===== src/rtl/button_event_pkg.sv =====
// Shared types and default constants for the button event decoder.
package button_event_pkg;

    // Hold-tracking FSM states
    typedef enum logic [1:0] {
        IDLE,
        PRESSED,
        LONG_HELD
    } state_t;

    // Default hold time to long_press, auto-repeat spacing and counter width
    localparam int DEF_LONG_CYCLES   = 1000;
    localparam int DEF_REPEAT_CYCLES = 200;
    localparam int DEF_CNT_W         = 17;

endpackage


===== src/rtl/button_event_edge.sv =====
// btn_edge: registers the debounced level and strobes its rising/falling edges.
module btn_edge (
    input  logic clk,
    input  logic rst_n,
    input  logic clean,
    output logic rise,
    output logic fall
);

    logic clean_q;

    // Previous-cycle copy of the button level; reset to 0 so a held button
    // is seen as a fresh rise once reset is released
    always_ff @(posedge clk or negedge rst_n) begin
        if (!rst_n) begin
            clean_q <= 1'b0;
        end else begin
            clean_q <= clean;
        end
    end

    // Edge strobes, consumed by the registered FSM in the parent
    always_comb begin
        rise = clean & ~clean_q;
        fall = ~clean & clean_q;
    end

endmodule


===== src/rtl/button_event.sv =====
// button_event: turns a debounced button level into press/release,
// short/long press and auto-repeat pulses. All outputs are registered.
module button_event
    import button_event_pkg::*;
#(
    parameter int LONG_CYCLES   = DEF_LONG_CYCLES,
    parameter int REPEAT_CYCLES = DEF_REPEAT_CYCLES,
    parameter int CNT_W         = DEF_CNT_W
) (
    input  logic clk,
    input  logic rst_n,
    input  logic clean,
    output logic press,
    output logic release_p,
    output logic short_press,
    output logic long_press,
    output logic repeat_p,
    output logic held
);

    localparam logic [CNT_W-1:0] LONG_LAST   = CNT_W'(LONG_CYCLES - 1);
    localparam logic [CNT_W-1:0] REPEAT_LAST = CNT_W'(REPEAT_CYCLES - 1);
    localparam logic [CNT_W-1:0] CNT_ONE     = CNT_W'(1);

    state_t           state, state_nx;
    logic [CNT_W-1:0] cnt, cnt_nx;
    logic             rise, fall;
    logic             press_nx, release_nx, short_nx, long_nx, repeat_nx, held_nx;

    btn_edge u_edge (
        .clk   (clk),
        .rst_n (rst_n),
        .clean (clean),
        .rise  (rise),
        .fall  (fall)
    );

    // State, hold counter and output registers
    always_ff @(posedge clk or negedge rst_n) begin
        if (!rst_n) begin
            state       <= IDLE;
            cnt         <= '0;
            press       <= 1'b0;
            release_p   <= 1'b0;
            short_press <= 1'b0;
            long_press  <= 1'b0;
            repeat_p    <= 1'b0;
            held        <= 1'b0;
        end else begin
            state       <= state_nx;
            cnt         <= cnt_nx;
            press       <= press_nx;
            release_p   <= release_nx;
            short_press <= short_nx;
            long_press  <= long_nx;
            repeat_p    <= repeat_nx;
            held        <= held_nx;
        end
    end

    // Next-state, counter and pulse decode; a fall always beats a threshold
    always_comb begin
        state_nx   = state;
        cnt_nx     = cnt;
        press_nx   = 1'b0;
        release_nx = 1'b0;
        short_nx   = 1'b0;
        long_nx    = 1'b0;
        repeat_nx  = 1'b0;
        case (state)
            IDLE: begin
                if (rise) begin
                    state_nx = PRESSED;
                    cnt_nx   = '0;
                    press_nx = 1'b1;
                end
            end
            PRESSED: begin
                if (fall) begin
                    state_nx   = IDLE;
                    cnt_nx     = '0;
                    release_nx = 1'b1;
                    short_nx   = 1'b1;
                end else if (cnt == LONG_LAST) begin
                    state_nx = LONG_HELD;
                    cnt_nx   = '0;
                    long_nx  = 1'b1;
                end else begin
                    cnt_nx = cnt + CNT_ONE;
                end
            end
            LONG_HELD: begin
                if (fall) begin
                    state_nx   = IDLE;
                    cnt_nx     = '0;
                    release_nx = 1'b1;
                end else if (cnt == REPEAT_LAST) begin
                    cnt_nx    = '0;
                    repeat_nx = 1'b1;
                end else begin
                    cnt_nx = cnt + CNT_ONE;
                end
            end
            default: begin
                state_nx = IDLE;
                cnt_nx   = '0;
            end
        endcase
        held_nx = (state_nx != IDLE);
    end

endmodule


===== config.mk =====
export PLATFORM = sky130hd
export DESIGN_NAME = button_event
export DESIGN_NICKNAME = d
export VERILOG_FILES = /design/src/rtl/button_event_pkg.sv /design/src/rtl/button_event_edge.sv /design/src/rtl/button_event.sv
export SDC_FILE = /design/constraint.sdc
export NUM_CORES = 1
export LEC_CHECK = 0
export CAP_MARGIN = 20
export CORE_MARGIN = 1.5
export CORE_UTILIZATION = 40
export CTS_CLUSTER_DIAMETER = 150
export CTS_CLUSTER_SIZE = 8
export DETAILED_ROUTE_END_ITERATION = 10
export GPL_TIMING_DRIVEN = 0
export PLACE_DENSITY = 0.66
export SKIP_LAST_GASP = 1
export SLEW_MARGIN = 20
export SYNTH_ARGS = -nofsm -noshare
export SYNTH_HDL_FRONTEND = slang
export SYNTH_SLANG_ARGS = --single-unit

===== constraint.sdc =====
create_clock -name clk -period 1.9 [get_ports clk]
set_clock_uncertainty 0.2 [all_clocks]
set_input_delay 0.57 -clock clk [delete_from_list [all_inputs] [get_ports clk]]
set_output_delay 0.57 -clock clk [all_outputs]
set_load 0.1 [all_outputs]

* After elaboration in Yosys (flattened, before gate mapping)
Index checks and enable logic that the tools add are counted.
** Cells by class
- $add $sub $neg :: 1
- Equality and inequality tests :: 5
- Muxes and demuxes :: 22
- Bitwise gates (word level) :: 4
- Reductions and logical operators :: 3
** Operators by type and width (count)
- 17-bit two-way mux :: 5
- 17-bit one-hot mux with 3 select lines :: 1
- 17-bit by 1-bit adder with 17-bit output (second input constant) :: 1
- 17-bit by 10-bit == test with 1-bit output (second input constant) :: 1
- 17-bit by 8-bit == test with 1-bit output (second input constant) :: 1
- 1-bit two-way mux :: 11
- 2-bit two-way mux :: 4
- 2-bit one-hot mux with 3 select lines :: 1
- 1-bit bitwise AND :: 2
- 2-bit by 1-bit == test with 1-bit output (second input constant) :: 1
- 2-bit == test (second input constant) :: 1
- 2-bit logical NOT :: 1
- 2-bit != test (second input constant) :: 1
- 1-bit NOT :: 2
- 2-bit nonzero test :: 1
- 2-bit OR reduction :: 1
** Word-level totals
- Flip-flop bits (word level) :: 26
- Input bits :: 3
- Output and inout bits :: 6

* Logic depth before layout (Yosys ltp)
Gate-level depths: netlist (run 1).
- Depth after elaboration :: 5
- Mapped depth :: 7
- Depth with buffers taken out :: 6

* By module
Synthesis (run 1) repeated with hierarchy kept, for this count alone.
** Unflattened totals
- Cell total of the unflattened synthesis :: 160
- Area total of the unflattened synthesis :: 1529.0 µm²
** By module, submodules not included
- button_event :: times used 1, cells an instance 157, area an instance 1488.9 µm², seq. area each 625.6 µm²
- btn_edge :: times used 1, cells an instance 3, area an instance 40.0 µm², seq. area each 25.0 µm²

* Worst setup path after synthesis (run 1)
No wires, ideal clock.
- Path type :: input -> register
- Start :: in clean
- End :: reg cnt[7]
- Library setup time :: 0.137 ns
- Arrival time :: 1.609 ns
- Path slack :: -0.045 ns
- Stages on the path :: 7
- Buffers on the path :: 2
- Path through :: nand2b_1 buf_2 and3_1 and2_4 buf_6 o2111ai_2 o311ai_1
** Between the ends
- Longest elaborated chain between the ends :: 4
- Elaborated cells on any way between the ends :: 7
- Those cells by class :: 1 x eq/ne; 3 x mux; 3 x bitwise
** RTL lines
- from (decl) :: RTL line button_event.sv:12 : input logic clean,
- 1-bit NOT :: RTL line button_event_edge.sv:25 : fall = ~clean & clean_q;
- 1-bit bitwise AND :: RTL line button_event_edge.sv:25
- 17-bit two-way mux, on equally long branches :: RTL line button_event.sv:93, button_event.sv:79
- 17-bit one-hot mux with 3 select lines :: RTL line button_event.sv:70 : case (state)
- to (signal assigned) :: RTL line button_event.sv:51 : cnt <= cnt_nx;
- to (decl) :: RTL line button_event.sv:26 : logic [CNT_W-1:0] cnt, cnt_nx;
Parallel ways exist; a longest one is shown, timed or not.
A chain may end at the register's enable or synchronous reset.

* Worst setup path in the final report (run 1)
- Start :: reg cnt[5]
- End :: reg cnt[5]
** Between the ends
- Longest elaborated chain between the ends :: 4
- Elaborated cells on any way between the ends :: 8
- Those cells by class :: 1 x add/sub; 2 x eq/ne; 5 x mux
** RTL lines (RTL line)
- 17-bit by 1-bit adder with 17-bit output (tied with other cells) :: button_event.sv:89, button_event.sv:101
- 17-bit two-way mux, on equally long branches :: button_event.sv:97, button_event.sv:84
- 17-bit two-way mux, on equally long branches :: button_event.sv:93, button_event.sv:79
- 17-bit one-hot mux with 3 select lines (*) :: button_event.sv:70
Every way passes the cells marked *; elsewhere a longest branch is shown, timed or not.

==> results.md, run 1 <==
* Rel. slew slack at 0.588
* Synth unique cells at 48
* CTS sink count at 26
* Max FO, Critical Path at 9
* Slew Viols, Final at 0
* Internal at 1000 uW
* IO Port Bufs at 8
* First-pass GRT wire length at 7.09 mm
* DRC viols at 0
* # Max-Cap Violations at 0
* Vias in the first global route at 1485
* Final ANT Viol Nets at 0
* DP Worst Slack at -856 ps
* Most frequent cells in the layout: nand2_1, dfrtp_1, buf_4
* Final Util at 0.559
* Longest Clk Path Bufs at 2
* Area delta synth->final at 30.8%
* Antenna violations before repair at 0
* Commonest non-fill, non-tap cell in the layout: nand2_1
* Worst-skew pair later-pin latency at 270 ps
* Cts hold-fix bufs at 0
* CTS tree: done
* Failing checks: negative setup slack
* Final setup fails at 18
* CTS Buf Count at 3
* Final period util at 1.09
* Reg2reg end: cnt[5]
* Clk network pwr share at 0.183
* Sequential power share at 0.367
* Initial DRC count at 128
* Htree depth at 1
* Via density per instance at 6.06
* Synthesized area at 0.00161 mm2
* Core area at 0.00377 mm2
* Layout cells sized above 1 at 0.360
* DP HPWL at 2.70 mm
* Net Switching at 701 uW
* Mapped Cells at 175
* Seq/Total Area, Yosys at 0.404
* CP Capture Type: flip-flop
* Crit path launch type: flip-flop
* Drt first pass iters at 4
* Maximum VDD drop at 422 uV
* LEAKAGE at 0.000864 uW
* Initial core utilization at 0.427
* Num ports at 9
* Switching Share at 0.411
* RSZ-0062 raised after global routing: true
* Routability cong. at 0.886
* Minimum clock period at 2070 ps
* CP required at 1840 ps
* Largest net degree at the start of global routing at 27
* FF-to-FF Start: cnt[5]
* Worst slew pin tran at 618 ps
* Final hold violation count at 0
* Reg-to-reg slack, setup at -170 ps
* Mean Syn Cell Area at 9.21 um2
* WP data arrival at 2020 ps
* Worst min-delay path class: input pin to asynchronous set/reset pin
* Total power at 1700 uW
* Power Density at 808 mW/mm2
* Syn nets at 183
* Worst setup margin at -171 ps
* Setup tns final at -2150 ps
* Nets at 210
* WL final at 4.52 mm
* Status: complete, but fails checks
* Yosys warns at 0
* Num rows at 22
* Finished layout cell area at 0.00211 mm2
* Comb pwr share at 0.449
* Die ar. at 0.00442 mm2
* CTS root buffer: clkbuf_8
* Reg2Reg Depth at 7
* Wire per inst at 18.2 um
* Total vias in the final route at 1504
* Area after DPL at 0.00176 mm2
* Diodes inserted at 0
* Die Span Y at 66.5 um
* Yosys reg bits at 26
* Global router's overall resource usage at 0.211
* Worst setup path category: flip-flop to flip-flop
* Fmax at 483 MHz
* GRT overflow at 0
* Fillcell total at 311
* Reg clk slew, reported paths at 90 ps
* DIE WIDTH at 66.5 um
[critical path, cell delays in order, from the launching register on]
cell and delay (ps):
dfrtp_1 360, buf_2 180, nor4b_4 300, nand4_1 190
and2_4 220, buf_8 140, nor2_4 230, o221ai_1 140
[power by group through the flow]
stage / Combinational [uW] / Clock, uW / Sequential, uW
floorplan: 315 / 0 / 778
global placement: 608 / 0 / 634
detailed placement: 619 / 0 / 636
CTS: 735 / 319 / 623
global route: 815 / 342 / 631
finish: 766 / 312 / 626
[final cells by class]
cell class              instances  area, um2  area share
clock buffers                   3       41.3      0.0196
repair buffers                 23        206      0.0979
inverters                       7       26.3      0.0125
well taps                      48       60.1      0.0285
plain buffers                   6       58.8      0.0279
multi-input cells             135       1050       0.500
flip-flops and latches         26        661       0.313
[flip-flops by register name, summed over array words and instances (netlist names)]
signal	flops
cnt	17
repeat_p	1
short_press	1
press	1
long_press	1
held	1
release_p	1
state	2
u_edge.clean_q	1
[cells by family after synthesis]
logic type / after synthesis / synth area share
adder cells (fa/ha/maj): 5 / 0.0388
multiplexers: 1 / 0.00621
flip-flops: 26 / 0.404
AO/OA/AOI/OAI: 39 / 0.187
buffers and inverters: 14 / 0.0443
AND/OR/NAND/NOR: 90 / 0.320
[Yosys cell counts (all sizes together)]
| cell | instances | share of area |
|---|---|---|
| nand2 | 31 | 0.072 |
| dfrtp | 26 | 0.40 |
| nor2 | 11 | 0.030 |
| o211ai | 9 | 0.045 |
| o21ai | 9 | 0.035 |
| nand3 | 8 | 0.028 |
| nand4 | 8 | 0.035 |
| inv | 7 | 0.016 |
| and3 | 6 | 0.023 |
| ha | 5 | 0.039 |
| nor3 | 5 | 0.023 |
| o311ai | 5 | 0.027 |
| buf | 4 | 0.020 |
| a21oi | 3 | 0.0093 |
| and2 | 3 | 0.015 |
| clkbuf | 3 | 0.0078 |
| nand2b | 3 | 0.012 |
| nor4 | 3 | 0.021 |
| and4bb | 2 | 0.016 |
| nor4b | 2 | 0.011 |
| o22ai | 2 | 0.0078 |
| o2bb2ai | 2 | 0.011 |
| or2 | 2 | 0.0078 |
| or3 | 2 | 0.0078 |
| a2111o | 1 | 0.0070 |
| a211oi | 1 | 0.0047 |
| a221oi | 1 | 0.0054 |
| a31o | 1 | 0.0054 |
| and4b | 1 | 0.0062 |
| mux2i | 1 | 0.0062 |
| nor2b | 1 | 0.0039 |
| nor3b | 1 | 0.0047 |
| o2111ai | 1 | 0.0093 |
| o21a | 1 | 0.0047 |
| o21bai | 1 | 0.0047 |
| o221ai | 1 | 0.0054 |
| o22a | 1 | 0.0054 |
| or2b | 1 | 0.0047 |
[per-layer routing]
metal | track usage | up-vias | part of all wire
met5 | 0 | - | 0
met4 | 0.0816 | 0 | 0.024
met3 | 0.0304 | 15 | 0.032
met2 | 0.354 | 41 | 0.50
met1 | 0.273 | 749 | 0.45
li1 | - | 699 | -
[worst max path at each step]
stage	startpoint	to	slack, ps	cells past startpoint
final	cnt[5]	cnt[5]	-170	7
after global routing	cnt[13]	cnt[3]	-250	6
after CTS	cnt[13]	cnt[10]	-140	6
after detailed placement	clean	cnt[13]	-860	7
after global placement	clean	cnt[12]	-780	7
after floorplan	clean	cnt[7]	-3	7
[what timing repair did]
item / in CTS / in global routing
buffers inserted: 8 / 5
resized for setup: 55 / 20
endpoints found under the setup margin: 25 / 20
gates cloned: 1 / 1
pin swaps: 14 / 18
[per-stage QoR]
stage	hold WS, ps	std cells
detailed placement	315	231
global route	137	248
global placement	281	231
finish	102	248
floorplan	74.4	175
CTS	129	242
No activity file was read; power rests on OpenSTA's default activity.
==> inputs of run 2 (changes only) <==
--- a/config.mk
+++ b/config.mk
@@ -14,7 +14,6 @@
 export GPL_TIMING_DRIVEN = 0
 export PLACE_DENSITY = 0.66
 export SKIP_LAST_GASP = 1
-export SLEW_MARGIN = 20
 export SYNTH_ARGS = -nofsm -noshare
 export SYNTH_HDL_FRONTEND = slang
 export SYNTH_SLANG_ARGS = --single-unit
==> results.md, run 2 (synthesized netlist as in run 1, its figures left out) <==
* Worst slew pin tran at 618 ps (about the same)
* Final period util at 1.10 (was 1.09)
* Max FO, Critical Path at 10 (was 9)
* Total vias in the final route at 1517 (was 1504)
* Core area at 0.00377 mm2 (unchanged)
* Setup tns final at -2400 ps (was -2150 ps)
* Area delta synth->final at 32.8% (was 30.8%)
* CP Capture Type: flip-flop (unchanged)
* CTS tree: done (unchanged)
* CTS Buf Count at 3 (unchanged)
* Worst setup margin at -187 ps (was -171 ps)
* Num ports at 9 (unchanged)
* GRT overflow at 0 (unchanged)
* Initial DRC count at 117 (was 128)
* Htree depth at 1 (unchanged)
* Total power at 1790 uW (was 1700 uW)
* Power Density at 835 mW/mm2 (was 808 mW/mm2)
* CTS root buffer: clkbuf_8 (unchanged)
* Most flops, register: cnt (unchanged)
* Most frequent cells in the layout: nand2_1, dfrtp_1, nor2_1, buf_4 (was nand2_1, dfrtp_1, buf_4)
* LEAKAGE at 0.000864 uW (about the same)
* Worst setup path category: flip-flop to flip-flop (unchanged)
* Final hold violation count at 0 (unchanged)
* Nets at 210 (unchanged)
* Minimum clock period at 2090 ps (was 2070 ps)
* # Max-Cap Violations at 0 (unchanged)
* Routability cong. at 0.886 (unchanged)
* DP HPWL at 2.85 mm (was 2.70 mm)
* Largest net degree at the start of global routing at 17 (was 27)
* Final Util at 0.568 (was 0.559)
* Worst-skew pair later-pin latency at 270 ps (about the same)
* Largest register FFs at 17 (unchanged)
* Longest Clk Path Bufs at 2 (unchanged)
* DP Worst Slack at -894 ps (was -856 ps)
* IO Port Bufs at 8 (unchanged)
* Rel. slew slack at 0.586 (was 0.588)
* Diodes inserted at 0 (unchanged)
* Failing checks: negative setup slack (unchanged)
* Slew Viols, Final at 0 (unchanged)
* First-pass GRT wire length at 7.36 mm (was 7.09 mm)
* Fillcell total at 309 (was 311)
* WL final at 4.54 mm (was 4.52 mm)
* Worst min-delay path class: flip-flop to flip-flop (was input pin to asynchronous set/reset pin)
* Fmax at 479 MHz (was 483 MHz)
* Initial core utilization at 0.427 (unchanged)
* CP required at 1840 ps (about the same)
* Drt first pass iters at 4 (unchanged)
* Vias in the first global route at 1525 (was 1485)
* Final setup fails at 17 (was 18)
* CTS sink count at 26 (unchanged)
* Num rows at 22 (unchanged)
* DRC viols at 0 (unchanged)
* Die Span Y at 66.5 um (unchanged)
* Wire per inst at 18.3 um (was 18.2 um)
* Antenna violations before repair at 0 (unchanged)
* Global router's overall resource usage at 0.222 (was 0.211)
* Die ar. at 0.00442 mm2 (unchanged)
* Layout cells sized above 1 at 0.380 (was 0.360)
* Commonest non-fill, non-tap cell in the layout: nand2_1 (unchanged)
* RSZ-0062 raised after global routing: true (unchanged)
* Status: complete, but fails checks (unchanged)
* Maximum VDD drop at 459 uV (was 422 uV)
* DIE WIDTH at 66.5 um (unchanged)
* WP data arrival at 2030 ps (was 2020 ps)
* Crit path launch type: flip-flop (unchanged)
* Final ANT Viol Nets at 0 (unchanged)
* Top Registers: cnt x17, state x2 (unchanged)
* Via density per instance at 6.12 (was 6.06)
* Reg clk slew, reported paths at 90 ps (about the same)
==> run 2: final timing paths <==
check	from	end	slack, ps	cells past startpoint
worst max-delay path	cnt[1]	cnt[15]	-190	7
worst min-delay path	cnt[0]	cnt[0]	320	1
worst max register to register	cnt[1]	cnt[15]	-190	7
worst min register to register	cnt[0]	cnt[0]	320	1
max in group asynchronous	rst_n	cnt[0]	510	2
min in group asynchronous	rst_n	cnt[13]	480	1
==> run 2: report_power, final <==
group          internal [uW]  leakage, uW  switching (uW)
Sequential               597     0.000342            31.9
Combinational            324     0.000500             520
Clock                    142    0.0000216             174
==> run 2: per-stage QoR <==
step,hold slack [ps],cell area [um2],instances
after CTS,327,2090,246
after global routing,339,2140,248
final,325,2140,248
after global placement,281,1770,231
after floorplan,74.4,1630,175
after detailed placement,315,1800,232
==> run 2: routing by layer <==
metal  GRT usage  up-vias  wire (um)
li1            -      701          -
met1       0.288      773       2010
met2       0.370       31       2330
met3      0.0287       12        100
met4      0.0918        0        103
met5           0        -          0
==> run 2: critical path: stages, from the launching register on <==
cell      delay [ps]
dfrtp_1          440
ha_4             160
and4bb_2         280
nand4_1          160
and2_4           200
buf_8            150
nor2_4           230
o211ai_1         140
==> run 2: what timing repair did <==
action                     in CTS  in global routing
pin swaps                      13                  8
gates resized for setup        57                 20
setup buffers                  10                  2
hold endpoints to repair        0                  0
gates cloned                    2                  0
setup endpoints to repair      25                 20
hold buffers                    0                  0
==> run 2: area by class of cell <==
| type | instances | area (um2) | area share |
|---|---|---|---|
| buffer | 6 | 58.8 | 0.0275 |
| clock buffer | 3 | 41.3 | 0.0193 |
| inverter | 7 | 26.3 | 0.0123 |
| multi-input combinational | 135 | 1050 | 0.489 |
| sequential | 26 | 661 | 0.309 |
| tap | 48 | 60.1 | 0.0281 |
| timing repair buffer | 23 | 246 | 0.115 |
==> edit, RTL diff (flow settings as in run 2) <==
The output `repeat_p` loses its register stage (`repeat_p` becomes a continuous assignment).
--- a/src/rtl/button_event.sv
+++ b/src/rtl/button_event.sv
@@ -46,3 +46,2 @@
             long_press  <= 1'b0;
-            repeat_p    <= 1'b0;
             held        <= 1'b0;
@@ -55,3 +54,2 @@
             long_press  <= long_nx;
-            repeat_p    <= repeat_nx;
             held        <= held_nx;
@@ -59,2 +57,4 @@
     end
+
+    assign repeat_p = repeat_nx;
 
Behaviour: same outputs for any inputs over 10 cycles, from zero or initial values and one cycle with rst_n low; that may be too few to reach the edited logic, so the function may still have changed.
==> edit against run 2 <==
- the flow still finishes with violations (negative setup slack)
- wire length is 1.0% higher
- via count is 1.3% higher
- sequential cell count is 1 lower
- clock power is 2% higher
- cell area is 0.53% lower
- worst setup slack worse by 0.32 ns
- register-to-register slack worse by 0.17 ns
- area after synthesis is 1.6% lower
- total power is 4.4% lower
- cell count is 2.8% higher
- combinational power is 7.1% lower
==> edit: results (changes against run 2) <==
Layout
  – Sequential cell area share: 0.298 (was 0.309)
  – Synth-to-Final Area Change: 34.2% (was 32.8%)
  – Share of cells above drive strength 1: 0.401 (was 0.380)
  – Non-clock buffer count in the final layout: 36 (was 29)
  – ClkCell Share: 0.0212 (was 0.0193)
  – NonClk Buf Share: 0.158 (was 0.143)

Placed design
  – Placed cell areas: 0.00178 mm² (was 0.00180 mm²)
  – Hpwl dp: 2850 µm (about the same)

Logic synthesis
  – Post-Synth Adder-Cell Area: 0.0394 (was 0.0388)
  – Synth top cells by count: nand2_1, dfrtp_1, nor2_1 (unchanged)
  – Post-Synthesis Cells: 174 (was 175)

Pwr
  – Comb. pwr: 784 µW (was 844 µW)
  – Share of power burned in registers: 0.353 (was 0.352)
  – Net Switching: 710 µW (was 725 µW)
  – Maximum VDD drop: 557 µV (was 459 µV)
  – Leakage: 0.000855 µW (was 0.000864 µW)

Outcome
  – Status: finished, violations left (unchanged)
  – Failing checks: negative setup slack (unchanged)

Critical path
  – R2R Setup Slk: -0.36 ns (was -0.19 ns)
  – Crit path DAT: 1.63 ns (was 2.03 ns)

STA
  – Final Setup Violations: 19 (was 17)
  – Max-Slew Margin vs Limit: 0.569 (was 0.586)
  – Hold WS: 0.332 ns (was 0.325 ns)
  – Worst Slack Setup Final: -0.504 ns (was -0.187 ns)

Detailed routing
  – Via density: 6.03 (was 6.12)

Global route
  – First-pass GRT wire length: 7220 µm (was 7360 µm)

Clock network
  – Setup bufs post-CTS: 16 (was 10)
  – Resize count post-CTS: 68 (was 57)
==> edit: changes by cell type after synthesis, sizes merged <==
cell and delta:
dfrtp -1
==> edit: worst max-delay path by stage <==
stage | from | slack [ns] | endpoint | cells after the start
after global placement | clean | -1.55 | repeat_p | 6
after global routing | cnt[5]$_DFFE_PN0P_ | -0.58 | repeat_p | 4
after CTS | cnt[0]$_DFFE_PN0P_ | -0.48 | repeat_p | 5
after floorplan | cnt[1]$_DFFE_PN0P_ | -0.38 | repeat_p | 4
final | cnt[0]$_DFFE_PN0P_ | -0.50 | repeat_p | 5
after detailed placement | clean | -1.59 | repeat_p | 6
==> edit: critical path, stage by stage, from the launching register on <==
cell,delay [ns]
dfrtp_1,0.40
ha_4,0.15
and4bb_2,0.25
nand4_1,0.21
nor2_4,0.17
buf_12,0.18
==> edit: metal layers <==
metal  GRT usage  wire length, µm
met1       0.288             1940
met3      0.0273              220
met2       0.364             2330
met4      0.0791              100
met5           0                0
